===== src/rtl/dpram_pkg.sv =====
// Shared constants and FSM encoding for the DPRAM burst reader.
// Latency: n/a (declarations only).
// Backpressure: n/a.
package dpram_pkg;

    localparam int DPRAM_DEPTH_DEF = 8;
    localparam int DPRAM_WIDTH_DEF = 8;

    // Reader FSM: IDLE waits for a request, RUN issues reads, DRAIN empties the buffer.
    typedef enum logic [1:0] {
        ST_IDLE  = 2'd0,
        ST_RUN   = 2'd1,
        ST_DRAIN = 2'd2
    } rd_state_e;

endpackage


===== src/rtl/dpram_rd_fifo2.sv =====
// Two-entry output buffer holding returned read data for the stream port.
// Latency: a push is visible at the head the cycle after it is written.
// Backpressure: push is dropped only if full with no pop; the caller's credit check prevents that.
module dpram_rd_fifo2 #(
    parameter int W = 9
) (
    input  logic         clk,
    input  logic         rst,
    input  logic         push,
    input  logic [W-1:0] push_dat,
    input  logic         pop,
    output logic [W-1:0] head_dat,
    output logic         full,
    output logic         empty,
    output logic [1:0]   count
);

    logic [W-1:0] slot_q [2];
    logic         wr_ptr_q, wr_ptr_d;
    logic         rd_ptr_q, rd_ptr_d;
    logic [1:0]   count_q, count_d;
    logic         do_push, do_pop;

    assign full     = (count_q == 2'd2);
    assign empty    = (count_q == 2'd0);
    assign count    = count_q;
    assign head_dat = slot_q[rd_ptr_q];

    // A full buffer may still accept a push when the head leaves in the same cycle.
    assign do_pop   = pop & ~empty;
    assign do_push  = push & (~full | do_pop);
    assign wr_ptr_d = wr_ptr_q ^ do_push;
    assign rd_ptr_d = rd_ptr_q ^ do_pop;
    assign count_d  = count_q + {1'b0, do_push} - {1'b0, do_pop};

    // Storage, pointers and occupancy update.
    always_ff @(posedge clk) begin
        if (rst) begin
            slot_q[0] <= '0;
            slot_q[1] <= '0;
            wr_ptr_q  <= 1'b0;
            rd_ptr_q  <= 1'b0;
            count_q   <= 2'd0;
        end else begin
            if (do_push) slot_q[wr_ptr_q] <= push_dat;
            wr_ptr_q <= wr_ptr_d;
            rd_ptr_q <= rd_ptr_d;
            count_q  <= count_d;
        end
    end

endmodule


===== src/rtl/dpram_burst_reader.sv =====
// Reads a burst of consecutive (wrapping) DPRAM words and streams them out valid/ready.
// Latency: request accepted at T, first read address at T+1, first beat valid at T+3.
// Backpressure: reads are credit-limited to the 2-entry buffer; out_ready low stalls issue, never drops data.
module dpram_burst_reader
    import dpram_pkg::*;
#(
    parameter  int DEPTH  = DPRAM_DEPTH_DEF,
    parameter  int WIDTH  = DPRAM_WIDTH_DEF,
    localparam int ADDR_W = $clog2(DEPTH),
    localparam int LEN_W  = ADDR_W + 1
) (
    input  logic              clk,
    input  logic              rst,
    input  logic              req_valid,
    output logic              req_ready,
    input  logic [ADDR_W-1:0] req_addr,
    input  logic [LEN_W-1:0]  req_len,
    output logic              mem_we,
    output logic [ADDR_W-1:0] mem_addr,
    output logic [WIDTH-1:0]  mem_din,
    input  logic [WIDTH-1:0]  mem_dout,
    output logic              out_valid,
    input  logic              out_ready,
    output logic [WIDTH-1:0]  out_data,
    output logic              out_last,
    output logic              busy,
    output logic              done
);

    rd_state_e         state_q, state_d;
    logic [ADDR_W-1:0] addr_q, addr_d;
    logic [LEN_W-1:0]  rem_q, rem_d;
    logic              rd_vld_q, rd_vld_d;
    logic              rd_last_q, rd_last_d;
    logic              done_q, done_d;

    logic [LEN_W-1:0]  len_clamped;
    logic [WIDTH:0]    head_dat;
    logic              fifo_full, fifo_empty;
    logic [1:0]        fifo_count;
    logic              pop, head_last;
    logic [2:0]        credit_use;
    logic              credit_ok, issue;

    // Buffer entries carry the last-beat flag alongside the data word.
    dpram_rd_fifo2 #(.W(WIDTH + 1)) u_fifo (
        .clk      (clk),
        .rst      (rst),
        .push     (rd_vld_q),
        .push_dat ({rd_last_q, mem_dout}),
        .pop      (pop),
        .head_dat (head_dat),
        .full     (fifo_full),
        .empty    (fifo_empty),
        .count    (fifo_count)
    );

    assign len_clamped = (req_len > LEN_W'(DEPTH)) ? LEN_W'(DEPTH) : req_len;

    assign out_valid = ~fifo_empty;
    assign out_data  = fifo_empty ? '0 : head_dat[WIDTH-1:0];
    assign out_last  = ~fifo_empty & head_dat[WIDTH];
    assign head_last = head_dat[WIDTH];
    assign pop       = out_valid & out_ready;

    // Buffered words plus the one read in flight, less the beat leaving now, must leave room.
    assign credit_use = {1'b0, fifo_count} + {2'b00, rd_vld_q} - {2'b00, pop};
    assign credit_ok  = (credit_use < 3'd2) && !(fifo_full && !pop);
    assign issue      = (state_q == ST_RUN) && credit_ok;

    assign mem_we   = 1'b0;
    assign mem_din  = '0;
    assign mem_addr = addr_q;
    assign done     = done_q;

    // State and datapath registers; reset aborts any burst and discards a pending return.
    always_ff @(posedge clk) begin
        if (rst) begin
            state_q   <= ST_IDLE;
            addr_q    <= '0;
            rem_q     <= '0;
            rd_vld_q  <= 1'b0;
            rd_last_q <= 1'b0;
            done_q    <= 1'b0;
        end else begin
            state_q   <= state_d;
            addr_q    <= addr_d;
            rem_q     <= rem_d;
            rd_vld_q  <= rd_vld_d;
            rd_last_q <= rd_last_d;
            done_q    <= done_d;
        end
    end

    // Next-state, read issue and handshake outputs.
    always_comb begin
        state_d   = state_q;
        addr_d    = addr_q;
        rem_d     = rem_q;
        rd_vld_d  = 1'b0;
        rd_last_d = 1'b0;
        done_d    = pop & head_last;
        req_ready = 1'b0;
        busy      = 1'b1;
        case (state_q)
            ST_IDLE: begin
                req_ready = 1'b1;
                busy      = 1'b0;
                if (req_valid) begin
                    addr_d = req_addr;
                    rem_d  = len_clamped;
                    if (len_clamped == '0) begin
                        done_d = 1'b1;
                    end else begin
                        state_d = ST_RUN;
                    end
                end
            end
            ST_RUN: begin
                if (issue) begin
                    rd_vld_d  = 1'b1;
                    rd_last_d = (rem_q == LEN_W'(1));
                    addr_d    = addr_q + ADDR_W'(1);
                    rem_d     = rem_q - LEN_W'(1);
                    if (rem_q == LEN_W'(1)) state_d = ST_DRAIN;
                end
            end
            ST_DRAIN: begin
                if (pop && head_last) state_d = ST_IDLE;
            end
            default: begin
                state_d = ST_IDLE;
            end
        endcase
    end

endmodule


===== config.mk =====
export PLATFORM = sky130hd
export DESIGN_NAME = dpram_burst_reader
export DESIGN_NICKNAME = d
export VERILOG_FILES = /design/src/rtl/dpram_pkg.sv /design/src/rtl/dpram_rd_fifo2.sv /design/src/rtl/dpram_burst_reader.sv
export SDC_FILE = /design/constraint.sdc
export NUM_CORES = 1
export LEC_CHECK = 0
export BUFFER_PORTS_ARGS = -buffer_cell sky130_fd_sc_hd__clkbuf_2
export CORE_AREA = 2 2 48 83
export DETAILED_ROUTE_END_ITERATION = 12
export DIE_AREA = 0 0 50 85
export PLACE_DENSITY = 0.77
export SYNTH_ARGS = -nofsm -noshare
export SYNTH_HDL_FRONTEND = slang
export SYNTH_SLANG_ARGS = --single-unit

===== constraint.sdc =====
create_clock -name clk -period 3.3 [get_ports clk]
set_input_delay 0.825 -clock clk [delete_from_list [all_inputs] [get_ports clk]]
set_output_delay 0.825 -clock clk [all_outputs]
set_load 0.005 [all_outputs]

== After elaboration in Yosys (flattened, before gate mapping) ==
Memory sizes are Yosys's and may differ from the RTL's. A register that Yosys moved wholly into a read port is not among the register bits.
Index checks and enable logic that the tools add are counted.
Word-level totals
  register bits: 16
  latch bits: 0
  memory bits (writable): 18
  ROM bits: 0
  bits of input ports: 19
  output and inout port bits: 25
  logic and storage cells: 83
  memories: 1
Memory list
  u_fifo.slot_q: words 2, bits a word 9, read ports 1, clocked after memory_dff 1, wr ports 2, RTL line dpram_rd_fifo2.sv:18  | logic [W-1:0] slot_q [2];
Operators by class
  add/sub/neg operators: 6
  multiply operators: 0
  div/mod/pow operators: 0
  magnitude comparators: 2
  equality and inequality tests: 9
  shift operators: 0
  muxes and demuxes: 29
  bitwise operators: 12
  reduce and logical (&&, ||, !) cells: 15
Operator list (count)
  2-to-1 mux 1 bit: 14
  2-to-1 mux 4 bit: 3
  2-to-1 mux 2 bit: 5
  2-to-1 mux 9 bit: 1
  OR reduction 9 bit: 1
  2-to-1 mux 8 bit: 1
  inequality test 2 bit (second input constant): 4
  case mux 4 bit (2 select lines): 1
  2-to-1 mux 3 bit: 2
  case mux 2 bit (3 select lines): 1
  case mux 3 bit (2 select lines): 1
  bitwise AND 1 bit: 5
  AND reduction 5 bit: 1
  == test 2 bit (second input constant): 2
  == test 4 x 1 -> 1 bit (second input constant): 1
  > comparator 4 bit (second input constant): 1
  logical AND 1 bit: 4
  logical NOT 2 bit: 2
  logical NOT 4 bit: 1
  NOT 1 bit: 4
  subtractor 4 x 1 -> 4 bit (second input constant): 1
  adder 2 x 1 -> 3 bit: 1
  adder 3 x 1 -> 3 bit (second input constant): 1
  < comparator 3 x 2 -> 1 bit (second input constant): 1
  other kinds (12): 14

== Depth between registers and ports, before layout ==
Gate-level depths: netlist of run 1.
  word-level depth: 11
  depth in mapped cells: 9
  depth with buffers taken out: 9

== By module ==
From an unflattened synthesis of run 1, not the netlist that was laid out.
Unflattened totals
  cell total of the unflattened synthesis: 191
  area, all modules: 1944.4 µm²
By module, submodules not included
  dpram_rd_fifo2: times used 1, cells an instance 78, area each 1021.0 µm², seq. area each 620.6 µm²
  dpram_burst_reader: times used 1, cells an instance 113, area each 923.4 µm², seq. area each 240.2 µm²

== Worst setup path after synthesis of run 1 ==
No wires, ideal clock.
  path type: input to register
  start point: input port out_ready
  end point: register state_q[0]
  library setup time: 116 ps
  data arrival time: 2770 ps
  data required time: 3184 ps
  slack: 414 ps
  cell stages on the path: 8
  path buffers: 0
  cell sequence: o21ai_0 -> inv_1 -> ha_1 -> nand2b_1 -> fa_1 -> o21ai_1 -> or4b_4 -> a31o_1
On the way
  word-level cells in the longest chain between the ends: 8
  elaborated cells between the ends (all ways): 12
  classes of those cells: add/sub (1); order compare (1); eq/ne (2); bitwise (1); reduce/logical (7)
Ends and longest elaborated chain
  start: declaration: RTL line dpram_burst_reader.sv:23  | input logic out_ready,
  bitwise AND 1 bit *: RTL line dpram_burst_reader.sv:64  | assign pop = out_valid & out_ready;
  parallel branches: the longest is 6 deep, another holds subtractor 3 x 1 -> 3 bit
  AND reduction 5 bit (no line) *
  end signal: assignment: RTL line dpram_burst_reader.sv:86  | state_q <= state_d;
  end: declaration: RTL line dpram_burst_reader.sv:30  | rd_state_e state_q, state_d;
Every way passes the cells marked *.
A chain may end at the register's enable or synchronous reset.

== Worst setup path after layout of run 1 ==
Ends and elaborated chain as after synthesis.

==> out/qor_table.md, run 1 <==
| Stage | Metric | This run |
|:---|:---|:---|
| critical path | Kind of cell with the highest combined delay on the critical path | adder cells |
| timing | Accumulated negative setup slack | 0 ps |
| timing | Maximum clock skew at final layout | 4.57 ps |
| worst hold path | Path class of the lowest-slack min-delay path | reg -> reg |
| logic synthesis | Most numerous cell types in the synthesized netlist | 24 x nor2_1, 18 x and2_1, 18 x edfxtp_1, 16 x dfxtp_1, 14 x inv_1 |
| run | Max_cap viols | 0 |
| logic synthesis | Cell types with the largest area share after synthesis | edfxtp_1 30%, dfxtp_1 18%, mux2i_1 7.2% |
| place | Routability-driven placement congestion ratio | 0.834 |
| grt | Overflow left after global routing | 0 |
| detailed routing | Number of violations reported at the end of detailed-routing iteration 0 | 31 |
| clock tree | Clock tree from TritonCTS | yes |
| critical path | Nature of the critical path startpoint | input port |
| floorplan | Horiz. Die Dim | 50 um |
| clock tree | Maximum root-to-sink buffer count | 2 |
| critical path | Start-to-end type of the worst setup path | in -> reg |
| detailed routing | Number of routed nets with antenna violations | 0 |
| finish | Nets | 240 |
| floorplan | Initial cell density of the core | 50.2% |
| clock tree | Number of buffers inserted during clock tree synthesis | 5 |
| grt | Number of antenna violations at the first check in global routing | 0 |
| grt | First-pass GRT wire length | 5260 um |
| floorplan | Number of placement rows | 29 |
| critical path | Data arrival, critical path | 2910 ps |
| critical path | Critical Path End Type | flop |
| timing | Final count of hold timing violations | 0 |
| timing | Worst relative slew slack | 40.0% |
| clock tree | Clk sinks | 34 |
| worst hold path | Worst Hold Endpoint | mem_addr[2]$_SDFFE_PP0P_ |
| detailed routing | DRT Wirelength | 3070 um |
| worst hold path | Hold Startpoint | mem_addr[2]$_SDFFE_PP0P_ |
| logic synthesis | Number of instances in the synthesized netlist | 178 |
| outcome | Run status | completed |
| timing | Final number of setup-violating endpoints | 0 |
| grt | Vias in the first global route | 1238 |
| finish | Number of fillers in the final layout | 331 |
| logic synthesis | Most area-hungry cell type in the Yosys netlist | edfxtp_1 |
| critical path | Worst path required time | 3470 ps |
| clock tree | CTS H-Tree Depth | 2 |
| clock tree | Clock insertion delay at the later pin of the skew report | 280 ps |
| critical path | Buffers & Inverters on Critical Path | 2 |
| floorplan | Area of the core | 0.00359 mm^2 |
| timing | Final period util | 83.0% |
| finish | Layout area overhead | 14.4% |
| detailed routing | Number of search-and-repair iterations in the first detailed-routing pass | 4 |
| place | Number of buffers added on ports | 34 |
| floorplan | Die Y-Extent | 85 um |
| detailed routing | DRC violations left | 0 |
| grt | Largest net degree at the start of global routing | 22 |
| detailed routing | Drt wl/cell | 11.8 um |
| detailed routing | Avg Vias per Cell | 4.89 |
| timing | Max-slew violations | 0 |
| logic synthesis | Synth Cell Area | 0.00180 mm^2 |
| logic synthesis | Top-count cell post-synth | nor2_1 |
| power and ir drop | P per Cell Area | 657 mW/mm^2 |
| timing | Pin slew with the least headroom to its limit | 899 ps |
| logic synthesis | Number of synthesized flops with an enable pin | 18 |
| timing | Top achievable clock speed | 0.365 GHz |
| finish | Util after Layout | 57.4% |
| clock tree | Worst-path clk slew | 60 ps |
| logic synthesis | Fraction of registers with async set or reset after synthesis | 0% |
| clock tree | Number of hold buffers added after CTS | 0 |
| detailed routing | Via Count | 1277 |
| place | Detailed placement HPWL | 2390 um |
| logic synthesis | Sequential area share after synthesis | 47.7% |
| critical path | Logic depth of the worst register-to-register path | 8 |
| clock tree | Quantity of gates resized following cts | 0 |
| finish | Fraction of layout cells with a size suffix above 1 | 22.3% |
| logic synthesis | Syn. warnings | 0 |
| critical path | CP max FO | 3 |
| floorplan | Die area | 0.00425 mm^2 |
| critical path | Cell with the biggest individual delay on the critical path | or4b_4 |
| clock tree | Clk root buf | clkbuf_8 |
| floorplan | Number of placed I/O pins | 44 |
| clock tree | Post-CTS Setup Inserts | 0 |
| critical path | Crit Reg-Reg Endpoint | state_q[0]$_SDFFE_PP0P_ |
| logic synthesis | Number of library cell types mapped by synthesis | 41 |
| power and ir drop | Worst ir drop on vdd | 0.446 mV |
| power and ir drop | Leak pwr | 0.914 nW |
| logic synthesis | Post-synthesis sequential element count | 34 |
| critical path | Worst R2R Setup Slack | 700 ps |
| grt | GRT Overall Usage | 16.3% |
| critical path | Series of cell instances along the critical path | clkbuf_2 -> o21ai_0 -> inv_1 -> ha_1 -> nand2b_1 -> fa_1 -> o21ai_1 -> or4b_4 -> a31o_1 |
| critical path | Reg-to-reg startpoint | u_fifo.count[1]$_SDFF_PP0_ |
| finish | Antenna Cells | 0 |
| logic synthesis | Top flip-flop cell by instance count after synthesis | edfxtp_1 |
| logic synthesis | Per-instance average area after synthesis | 10.1 um^2 |
| worst hold path | Depth of the worst hold-timing path | 2 |
| critical path | Highest cell delay on the worst timing path | 550 ps |
| logic synthesis | Area share of the largest cell type after synthesis | 30.0% |
| timing | RSZ-0062 raised after global routing | no |
| timing | Minimum clock period | 2740 ps |
-- stage by stage --
stage	total power [mW]	std cells	hold WS (ps)	cell area, um^2	setup WS (ps)
finish	1.36	261	501	2060	560
CTS	1.38	261	505	2060	567
global route	1.46	261	530	2060	466
global placement	1.08	253	487	1980	327
detailed placement	1.09	253	489	1980	288
floorplan	0.962	186	467	1830	414
-- layer usage --
| layer | routed length [um] | vias to the layer above | track usage [%] |
|---|---|---|---|
| met5 | 0 | - | 0 |
| met3 | 137 | 8 | 3.70 |
| met2 | 1720 | 37 | 30.4 |
| met4 | 79 | 0 | 9.85 |
| met1 | 1130 | 569 | 15.5 |
| li1 | - | 663 | - |
-- report_power, final --
group,leakage [nW],total (mW),switching (mW),internal [mW]
logic,0.553,0.447,0.228,0.220
registers,0.318,0.629,0.0906,0.538
clock network,0.0426,0.279,0.134,0.145
-- cells in the final DEF (no fill, tap or decap), types with 2 or more instances in the layout --
cell	netlist	layout
mux2i_1	13	13
ha_1	6	6
and2_1	18	18
a21oi_1	7	7
dfxtp_1	16	16
o21ai_0	4	4
nand2b_1	5	5
conb_1	1	9
clkbuf_2	0	34
clkbuf_8	0	5
or3_1	2	2
o32ai_1	2	2
a31oi_1	3	3
nor2_1	24	24
nand2_1	2	2
nor3_1	3	3
nor2b_1	2	2
inv_1	14	14
edfxtp_1	18	18
xnor2_1	2	2
xor2_1	2	2
mux2_2	2	2
-- registers in the layout, indices dropped and copies added, names as in the netlist --
name             cells
mem_addr             3
rem_q                4
u_fifo.count         2
done                 1
state_q              2
u_fifo.wr_ptr_q      1
rd_vld_q             1
rd_last_q            1
u_fifo.slot_q       18
u_fifo.rd_ptr_q      1
-- kinds of logic after synthesis --
kind of cell,count (synthesis),share of synthesized area (%)
other cells,1,0.208
simple gates,64,19.2
fa+ha+maj,7,5.27
compound gates,25,9.37
mux,15,8.47
xor+xnor,4,1.94
flops,34,47.7
buf+inv,28,7.77
-- cell type report --
class	instances	area [um^2]	share of cell area [%]
clock buffers	6	72.6	3.52
clock inverters	2	8.76	0.425
inverters	14	52.6	2.55
multi-input cells	124	832	40.4
flip-flops and latches	34	861	41.7
well taps	46	57.6	2.79
repair buffers	35	178	8.62
-- worst min-delay path, cell delays in order, from the launching register on --
cell and delay, ps:
dfxtp_1 320, nand2b_1 70, o32ai_1 60
-- how the worst max path moves through the flow --
| stage | start | depth (start not counted) | slack (ps) | to |
|---|---|---|---|---|
| floorplan | out_ready | 8 | 410 | state_q[0]$_SDFFE_PP0P_ |
| global placement | out_ready | 9 | 330 | state_q[0]$_SDFFE_PP0P_ |
| detailed placement | out_ready | 10 | 290 | state_q[0]$_SDFFE_PP0P_ |
| CTS | out_ready | 9 | 570 | state_q[0]$_SDFFE_PP0P_ |
| global route | out_ready | 10 | 470 | state_q[0]$_SDFFE_PP0P_ |
| finish | out_ready | 9 | 560 | state_q[0]$_SDFFE_PP0P_ |
No activity file was read; power rests on OpenSTA's default activity.
==> run 2, diff against run 1 <==
Clock period 3.3 ns to 2.8 ns, I/O delays scaled along.
==> out/qor_table.md, run 2 (synthesis gave the netlist of run 1 again) <==
| Stage | Metric | This run |
|:---|:---|:---|
| grt | GRT Overall Usage | 17.0% |
| power and ir drop | Worst ir drop on vdd | 0.666 mV |
| clock tree | Clock insertion delay at the later pin of the skew report | 290 ps |
| power and ir drop | Overall Power | 1.72 mW |
| detailed routing | Number of violations reported at the end of detailed-routing iteration 0 | 53 |
| critical path | Critical Path End Type | flop |
| finish | Post-layout instance area | 0.00212 mm^2 |
| critical path | Start-to-end type of the worst setup path | reg -> reg |
| finish | Commonest cells after routing, fill and taps aside | 34 x clkbuf_2, 24 x nor2_1, 18 x and2_1, 18 x edfxtp_1, 16 x dfxtp_1 |
| timing | Final period util | 92.8% |
| critical path | CP Launch Point | u_fifo.count[1]$_SDFF_PP0_ |
| clock tree | Number of buffers inserted during clock tree synthesis | 5 |
| place | Routability-driven placement congestion ratio | 0.892 |
| worst hold path | Depth of the worst hold-timing path | 2 |
| power and ir drop | Share of total power in sequential cells | 43.5% |
| floorplan | Die area | 0.00425 mm^2 |
| clock tree | Clk sinks | 34 |
| floorplan | Area of the core | 0.00359 mm^2 |
| detailed routing | Top Layer Used | met4 |
| timing | Worst setup slack after layout | 203 ps |
| floorplan | Number of placement rows | 29 |
| worst hold path | Worst Hold Endpoint | mem_addr[2]$_SDFFE_PP0P_ |
| finish | Fraction of layout cells with a size suffix above 1 | 24.7% |
| critical path | Highest cell delay on the worst timing path | 540 ps |
| place | Number of buffers added on ports | 34 |
| critical path | Crit Reg-Reg Endpoint | state_q[0]$_SDFFE_PP0P_ |
| finish | Antenna Cells | 0 |
| power and ir drop | Switching Power | 0.554 mW |
| clock tree | Clk root buf | clkbuf_8 |
| timing | Final number of setup-violating endpoints | 0 |
| timing | Worst relative slew slack | 36.8% |
| place | Total cell area at the placement stage | 0.00201 mm^2 |
| grt | Largest net degree at the start of global routing | 21 |
| clock tree | Quantity of gates resized following cts | 0 |
| power and ir drop | Leak pwr | 0.949 nW |
| worst hold path | Hold Startpoint | mem_addr[2]$_SDFFE_PP0P_ |
| grt | Number of antenna violations at the first check in global routing | 0 |
| detailed routing | Number of search-and-repair iterations in the first detailed-routing pass | 4 |
| detailed routing | Drt wl/cell | 12.4 um |
| finish | Number of fillers in the final layout | 312 |
| power and ir drop | Total internal power | 1.16 mW |
| place | Detailed placement HPWL | 2510 um |
| detailed routing | Number of routed nets with antenna violations | 0 |
| power and ir drop | P per Cell Area | 811 mW/mm^2 |
| clock tree | CTS H-Tree Depth | 2 |
| clock tree | Worst-path clk slew | 70 ps |
| critical path | Buffers & Inverters on Critical Path | 1 |
| critical path | Cell with the biggest individual delay on the critical path | or4b_4 |
| critical path | Data arrival, critical path | 2780 ps |
| grt | Vias in the first global route | 1305 |
| floorplan | Initial cell density of the core | 50.2% |
| power and ir drop | Fraction of power consumed by combinational cells | 31.4% |
| grt | First-pass GRT wire length | 5510 um |
| timing | Maximum clock skew at final layout | 9.26 ps |
| clock tree | Number of hold buffers added after CTS | 0 |
| clock tree | Clock tree from TritonCTS | yes |
| outcome | Run status | completed |
| timing | Final count of hold timing violations | 0 |
| critical path | Nature of the critical path startpoint | flop |
| finish | Register with the most flip-flops | u_fifo.slot_q |
| grt | Overflow left after global routing | 0 |
| timing | RSZ-0062 raised after global routing | no |
| power and ir drop | Share of power burned in the clock network | 25.1% |
| place | Worst setup slack before clock tree synthesis | -56.7 ps |
| critical path | Logic depth of the worst register-to-register path | 9 |
| detailed routing | M1 wire length | 1200 um |
| finish | Layout area overhead | 17.6% |
| timing | Minimum clock period | 2600 ps |
| finish | Commonest non-fill, non-tap cell in the layout | clkbuf_2 |
| detailed routing | DRT Wirelength | 3280 um |
| floorplan | Die Y-Extent | 85 um |
| timing | Top achievable clock speed | 0.385 GHz |
| floorplan | Horiz. Die Dim | 50 um |
| finish | Flip-flop count of the largest register after layout | 18 |
| run | Max_cap viols | 0 |
| critical path | Worst path required time | 2990 ps |
| timing | Max-slew violations | 0 |
| critical path | Series of cell instances along the critical path | o21ai_0 -> inv_1 -> ha_1 -> nand2b_1 -> fa_1 -> nor2_1 -> o21ai_1 -> or4b_4 -> a31o_1 |
| worst hold path | Path class of the lowest-slack min-delay path | reg -> reg |
| power and ir drop | Switching part of the total power | 32.3% |
| clock tree | Maximum root-to-sink buffer count | 2 |
| floorplan | Number of placed I/O pins | 44 |
| critical path | Reg-to-reg startpoint | u_fifo.count[1]$_SDFF_PP0_ |
| timing | Pin slew with the least headroom to its limit | 946 ps |
| detailed routing | Detailed route wirelength on metal2 | 1800 um |
| detailed routing | Avg Vias per Cell | 5.06 |
| detailed routing | Via Count | 1341 |
| finish | Util after Layout | 59.0% |
| critical path | Worst R2R Setup Slack | 200 ps |
| critical path | Kind of cell with the highest combined delay on the critical path | simple AND/OR/NAND/NOR gates |
| detailed routing | Met3 wire length | 202 um |
| finish | Nets | 244 |
| clock tree | Post-CTS Setup Inserts | 0 |
| critical path | CP max FO | 7 |
| detailed routing | DRC violations left | 0 |
-- run 2: cell count changes in the layout (fill, tap and decap cells not counted), sizes merged --
cell	delta
clkbuf	-1
buf	+4
bufinv	+1
-- run 2: layout make-up --
type | count | area [um^2] | area share, %
multi-input combinational | 124 | 832 | 39.3
sequential | 34 | 861 | 40.6
inverter | 14 | 52.6 | 2.48
tap | 46 | 57.6 | 2.72
clock inverter | 3 | 40.0 | 1.89
timing repair buffer | 39 | 208 | 9.80
clock buffer | 5 | 68.8 | 3.25
-- run 2: metrics by stage --
step	cells	hold slack [ps]	TNS, ps
finish	265	500	0
global route	265	531	0
CTS	265	502	0
detailed placement	257	492	-56.7
global placement	257	487	-28.4
floorplan	186	467	0
-- run 2: layer usage --
| layer | up-vias | GRT usage, % |
|---|---|---|
| met4 | 0 | 6.82 |
| met3 | 7 | 5.11 |
| met5 | - | 0 |
| met2 | 48 | 31.9 |
| met1 | 615 | 16.5 |
| li1 | 671 | - |
-- run 2: how the worst max path moves through the flow --
stage / to / slack [ps] / cells after the start
finish: state_q[0]$_SDFFE_PP0P_ / 200 / 9
global route: state_q[0]$_SDFFE_PP0P_ / 50 / 9
CTS: state_q[0]$_SDFFE_PP0P_ / 180 / 9
detailed placement: state_q[0]$_SDFFE_PP0P_ / -60 / 10
global placement: state_q[0]$_SDFFE_PP0P_ / -30 / 9
floorplan: state_q[0]$_SDFFE_PP0P_ / 40 / 8
-- run 2: tightest hold or removal path, delay by kind of cell, from the launching register on --
kind | cells | cell delay (ps)
and+or+nand+nor | 1 | 70
DFF | 1 | 330
AOI/OAI and AO/OA | 1 | 60
-- run 2: power by group through the flow --
stage               clock, mW  combinational, mW  sequential [mW]
floorplan                   0              0.434            0.700
global placement            0              0.528            0.753
detailed placement          0              0.541            0.756
CTS                     0.441              0.546            0.746
global route            0.462              0.611            0.761
finish                  0.432              0.540            0.747
